### config.mk
export PLATFORM = sky130hd
export DESIGN_NAME = fetch_stage
export DESIGN_NICKNAME = d
export VERILOG_FILES = /design/src/rtl/fetch_stage_pkg.sv /design/src/rtl/if_id_reg.sv /design/src/rtl/fetch_stage.sv
export SDC_FILE = /design/constraint.sdc
export NUM_CORES = 1
export LEC_CHECK = 0
export ABC_AREA = 1
export CAP_MARGIN = 40
export CORE_MARGIN = 5
export CORE_UTILIZATION = 48
export DETAILED_ROUTE_END_ITERATION = 12
export GPL_TIMING_DRIVEN = 0
export PLACE_DENSITY = 0.9
export SETUP_SLACK_MARGIN = 0.1
export SLEW_MARGIN = 20
export SYNTH_ARGS = -nofsm -noshare
export SYNTH_HDL_FRONTEND = slang
export SYNTH_SLANG_ARGS = --single-unit
### constraint.sdc
create_clock -name i_clk -period 4.7 [get_ports i_clk]
set_input_delay 0.94 -clock i_clk [delete_from_list [all_inputs] [get_ports i_clk]]
set_output_delay 0.94 -clock i_clk [all_outputs]
set_load 0.005 [all_outputs]
### src/rtl/fetch_stage_pkg.sv
// Shared pipeline definitions: data width, bubble encoding, fetch FSM states
// and the IF/ID pipeline record.
package fetch_stage_pkg;

    localparam int XLEN = 32;

    // addi x0, x0, 0
    localparam logic [XLEN-1:0] NOP_INSTR_VAL = 32'h0000_0013;

    typedef enum logic {
        BOOT = 1'b0,
        RUN  = 1'b1
    } fetch_state_e;

    typedef struct packed {
        logic [XLEN-1:0] pc;
        logic [XLEN-1:0] instr;
        logic            valid;
    } if_id_t;

endpackage

### src/rtl/if_id_reg.sv
// IF/ID pipeline register: holds on stall, loads a bubble on flush
// (flush wins over stall), otherwise captures the fetched record.
module if_id_reg
    import fetch_stage_pkg::*;
#(
    parameter logic [XLEN-1:0] RESET_PC  = '0,
    parameter logic [XLEN-1:0] NOP_INSTR = NOP_INSTR_VAL
) (
    input  logic   clk,
    input  logic   rst_n,
    input  logic   stall,
    input  logic   flush,
    input  if_id_t d,
    output if_id_t q
);

    // NOTE: non-blocking assignments in clocked logic so every register samples
    // pre-edge values; the reset arm gives a defined bubble rather than X.
    always_ff @(posedge clk or negedge rst_n) begin
        if (!rst_n) begin
            q <= '{pc: RESET_PC, instr: NOP_INSTR, valid: 1'b0};
        end else if (flush) begin
            // NOTE: flush is tested before stall so a squash is never lost to a hold.
            q <= '{pc: d.pc, instr: NOP_INSTR, valid: 1'b0};
        end else if (!stall) begin
            q <= d;
        end
    end

endmodule

### src/rtl/fetch_stage.sv
// Instruction fetch stage: PC register, BOOT/RUN sequencing and next-PC select
// feeding a synchronous-read instruction memory and the IF/ID register.
module fetch_stage
    import fetch_stage_pkg::*;
#(
    parameter logic [XLEN-1:0] RESET_PC  = 32'h0000_0000,
    parameter logic [XLEN-1:0] NOP_INSTR = NOP_INSTR_VAL
) (
    input  logic        i_clk,
    input  logic        i_reset,
    input  logic        i_stall_fetch,
    input  logic        i_stall_decode,
    input  logic        i_flush_decode,
    input  logic        i_pc_sel,
    input  logic [31:0] i_alu_data,
    output logic [31:0] o_imem_addr,
    input  logic [31:0] i_imem_rdata,
    output logic [31:0] o_pc_decode,
    output logic [31:0] o_instr_decode,
    output logic        o_insn_vld_decode
);

    fetch_state_e    state_q, state_d;
    logic [XLEN-1:0] pc_q, pc_d;
    logic            stall;
    logic            if_stall, if_flush;
    if_id_t          if_id_d, if_id_q;
    logic            unused_alu_lsbs;

    assign stall = i_stall_fetch | i_stall_decode;

    always_ff @(posedge i_clk or negedge i_reset) begin
        if (!i_reset) begin
            state_q <= BOOT;
            pc_q    <= RESET_PC;
        end else begin
            state_q <= state_d;
            pc_q    <= pc_d;
        end
    end

    always_comb begin
        // NOTE: every output gets a default first so no path can infer a latch.
        state_d  = state_q;
        pc_d     = pc_q;
        if_stall = 1'b0;
        if_flush = 1'b0;
        case (state_q)
            BOOT: begin
                // Hazard inputs are ignored; present RESET_PC and feed a bubble.
                state_d  = RUN;
                pc_d     = RESET_PC;
                if_flush = 1'b1;
            end
            RUN: begin
                if (i_pc_sel) begin
                    pc_d = {i_alu_data[XLEN-1:2], 2'b00};
                end else if (!stall) begin
                    pc_d = pc_q + XLEN'(4);
                end
                if_stall = stall;
                if_flush = i_flush_decode;
            end
        endcase
    end

    // Address is the next PC so the word returned next cycle is always mem[pc_q].
    assign o_imem_addr = pc_d;

    assign if_id_d = '{pc: pc_q, instr: i_imem_rdata, valid: 1'b1};

    if_id_reg #(
        .RESET_PC  (RESET_PC),
        .NOP_INSTR (NOP_INSTR)
    ) u_if_id_reg (
        .clk   (i_clk),
        .rst_n (i_reset),
        .stall (if_stall),
        .flush (if_flush),
        .d     (if_id_d),
        .q     (if_id_q)
    );

    assign o_pc_decode       = if_id_q.pc;
    assign o_instr_decode    = if_id_q.instr;
    assign o_insn_vld_decode = if_id_q.valid;

    // Targets are word aligned; the low bits are intentionally dropped.
    assign unused_alu_lsbs = ^i_alu_data[1:0];

endmodule

==> out/qor.txt <==
Clock slew at reported path FFs = 0.11 ns
Proportion of total power due to net switching = 28.4%
Pin count of the biggest net entering global routing = 68
Headroom to the max-slew limit = 65.7%
Internal power of the cells = 1280 µW
Footprint of the flip-flops and latches = 2460 µm²
Top-level I/O count = 167
Leakage power figure = 0.00299 µW
Achievable frequency = 0.242 GHz
Post-synthesis mux area share = 0%
Count of inserted antenna diode cells = 0
Max Cap Viol = 0
Insertion delay of the later-clocked pin in the worst-skew pair = 0.37 ns
Final setup violating endpoints = 0
Number of clock buffers inserted by TritonCTS = 9
Mapped Cells = 533
Kind of path behind the tightest hold check = in -> async
Net switching power figure = 507 µW
Worst hold slack across all endpoints = 0.444 ns
Post-detailed-route via-to-cell ratio = 5.21
Maximum fanout count along the critical path = 10
Synth unique cells = 34
FILL cells = 723
Flop-to-flop setup slack = 2.95 ns
Terminus of the critical flop-to-flop path = pc_q[16]$_DFF_PN0_
Die height = 108 µm
Sinks on Clock Net = 98
Global route total overflow = 0
Maximum count of clock buffers along a single path = 2
Multi-input gate area in the final layout = 1830 µm²
Area grow syn2layout = 44.1%
Least-Margin Pin Slew = 0.514 ns
Reg2reg start = pc_q[3]$_DFF_PN0_
Setup total negative slack = 0 ns
Number of global-route vias before repair = 4,582
Number of DRC markers in iteration 0 = 282
Final net count = 780
Core occupancy in the finished layout = 71.5%
Antenna violations before repair = 0
Antenna viol nets, final = 0
Share of synthesized area occupied by flip-flops and latches = 53.3%
Via count = 4,396
Final weighted congestion in routability-driven placement = 0.862
CP Data Required Time = 3.76 ns
Fraction of power consumed by combinational cells = 17.4%
Critical Path End Type = output pin
Area inside the core boundary = 9280 µm²
H-tree level count = 3
Initial cell density of the core = 49.6%
Xor and xnor fraction of the mapped netlist area = 0.951%
EDFF count, synth = 0
Number of hold-slack violations in the final timing report = 0
Aggregate global-route resource usage = 25.9%
Ratio of final minimum period to clock period = 87.8%
Total Die Area = 11,700 µm²
Setup repair after global routing missed its margin = false
Endpoint arrival time on the critical path = 3.18 ns
Number of cells in the finished layout apart from fillers = 843
Dominant synthesized flop cell = dfrtp_1
Die Width = 108 µm
Netlist area before placement = 4600 µm²
Cell row count = 35
Depth of the worst register-to-register path = 7
Proportion of register bits with asynchronous set or reset after synthesis = 100%
Outcome = complete, no violations
Worst clock skew = 0.0150 ns
PnR Total Power = 1790 µW
Share of the synthesized area in the top cell type = 51.6%
Fin. max-slew vios = 0
Leading area contributor after synthesis = dfrtp_1
Total of hold buffers inserted after clock tree synthesis = 0
First-pass GRT wire length = 23.5 mm
Yosys warnings = 0
Top cells by area, synth = dfrtp_1 52%, nand2_1 11%, a22o_1 5.5%
Area fraction in compound gates after synthesis = 13.5%
Crit path kind = in -> out
First-pass iteration count of the detailed router = 7
Pwr dens = 269 nW/µm²
Placed insts = 827
Time the worst path needs with I/O delays and setup = 4.12 ns
IR Drop Worst-Case VDD = 0.000175 V
Number of post-CTS setup repair buffers = 0
CTS tree = built
FF+latch count, synth = 98
Wire per inst = 17.3 µm
Combinational family with the most area after synthesis = simple AND/OR/NAND/NOR gates
Post-cts resize count = 0
Clock power frac = 30.4%
Port Buffers = 164
Area share of fa/ha/maj cells after synthesis = 0.272%
Post-Syn Nets = 604
Sequential cell fraction of total power = 52.1%
Proportion of layout cells with a drive suffix above 1 = 8.68%
Synth Area per Inst = 8.64 µm²
Clock root buffer = clkbuf_8
Kind of start point of the critical path = input port
Total Routed Length = 14.6 mm
DRC Markers = 0
Post-DP HPWL = 11.6 mm
Simple-gate share of the synthesized area = 25.1%
power groups by stage:
stage	Sequential (µW)	Combinational [µW]	Clock [µW]
after floorplan	939	102	0
after global placement	944	302	0
after detailed placement	947	312	0
after CTS	930	314	543
after global routing	938	342	580
final	931	311	543
placed cells by master (no fill, tap or decap), types with 2 or more instances in the layout:
cell / count
a21oi_1: 16
a22o_1: 29
buf_2: 11
buf_4: 3
clkbuf_1: 4
clkbuf_8: 11
clkdlybuf4s50_1: 163
clkinv_4: 4
dfrtp_1: 95
dfstp_2: 3
inv_1: 48
inv_2: 3
nand2_1: 136
nand2_2: 3
nand3_1: 28
nand3b_1: 2
nand4_1: 7
nor2_1: 59
nor2_2: 7
nor2_4: 10
nor3_1: 4
o211ai_1: 3
o21ai_0: 43
o22a_1: 3
xnor2_1: 3
xor2_1: 2
how the worst max path moves through the flow:
| stage | from | end |
|---|---|---|
| floorplan | i_stall_fetch | o_imem_addr[11] |
| global placement | i_reset | pc_q[7]$_DFF_PN0_ |
| detailed placement | i_pc_sel | o_imem_addr[16] |
| CTS | i_pc_sel | o_imem_addr[16] |
| global route | i_pc_sel | o_imem_addr[15] |
| finish | i_pc_sel | o_imem_addr[16] |
area by class of cell:
class	instances	share of cell area, %
flip-flops and latches	98	37.0
multi-input cells	363	27.6
repair buffers	165	25.2
inverters	51	2.88
well taps	129	2.43
clock buffers	10	2.07
plain buffers	21	1.85
clock inverters	6	0.943
metal layers:
| metal | vias to the layer above | share of wire (%) | wire length (µm) | global-route usage [%] |
|---|---|---|---|---|
| li1 | 2088 | - | - | - |
| met1 | 2071 | 42 | 6190 | 33.3 |
| met2 | 214 | 48 | 7000 | 44.0 |
| met3 | 23 | 7.7 | 1120 | 4.72 |
| met4 | 0 | 2.1 | 304 | 9.11 |
| met5 | - | 0 | 0 | 0 |
per-stage QoR:
stage	cell area [µm²]	setup WS [ns]
after floorplan	4600	1.96
after global placement	6410	-0.714
after detailed placement	6440	0.610
after CTS	6640	0.610
after global routing	6640	0.455
final	6640	0.575
sequential cells by signal, indices dropped and copies added, names as in the netlist:
register / count
pc_q: 32
state_q: 1
u_if_id_reg.q: 65
worst max-delay path, stage by stage:
cell             delay (ns)
clkdlybuf4s50_1        0.55
inv_2                  0.27
clkbuf_1               0.45
o21ai_0                0.13
a21oi_1                0.28
clkdlybuf4s50_1        0.57
kinds of logic after synthesis:
logic type	count (synthesis)
adder cells (fa/ha/maj)	1
AO/OA/AOI/OAI	97
flip-flops	98
other	1
buffers and inverters	72
XOR/XNOR	5
AND/OR/NAND/NOR	259
synthesized netlist by cell type, types with 4 or more instances:
library cell  count
nand2_1         136
nor2_2            7
nand4_1           7
dfrtp_1          95
nor2_4           10
o21ai_0          43
clkbuf_1          4
inv_1            48
nand3_1          28
a21oi_1          16
nor2_1           59
a22o_1           29
buf_2            11
nor3_1            4
Note: power is estimated with default switching activity, not from simulation.
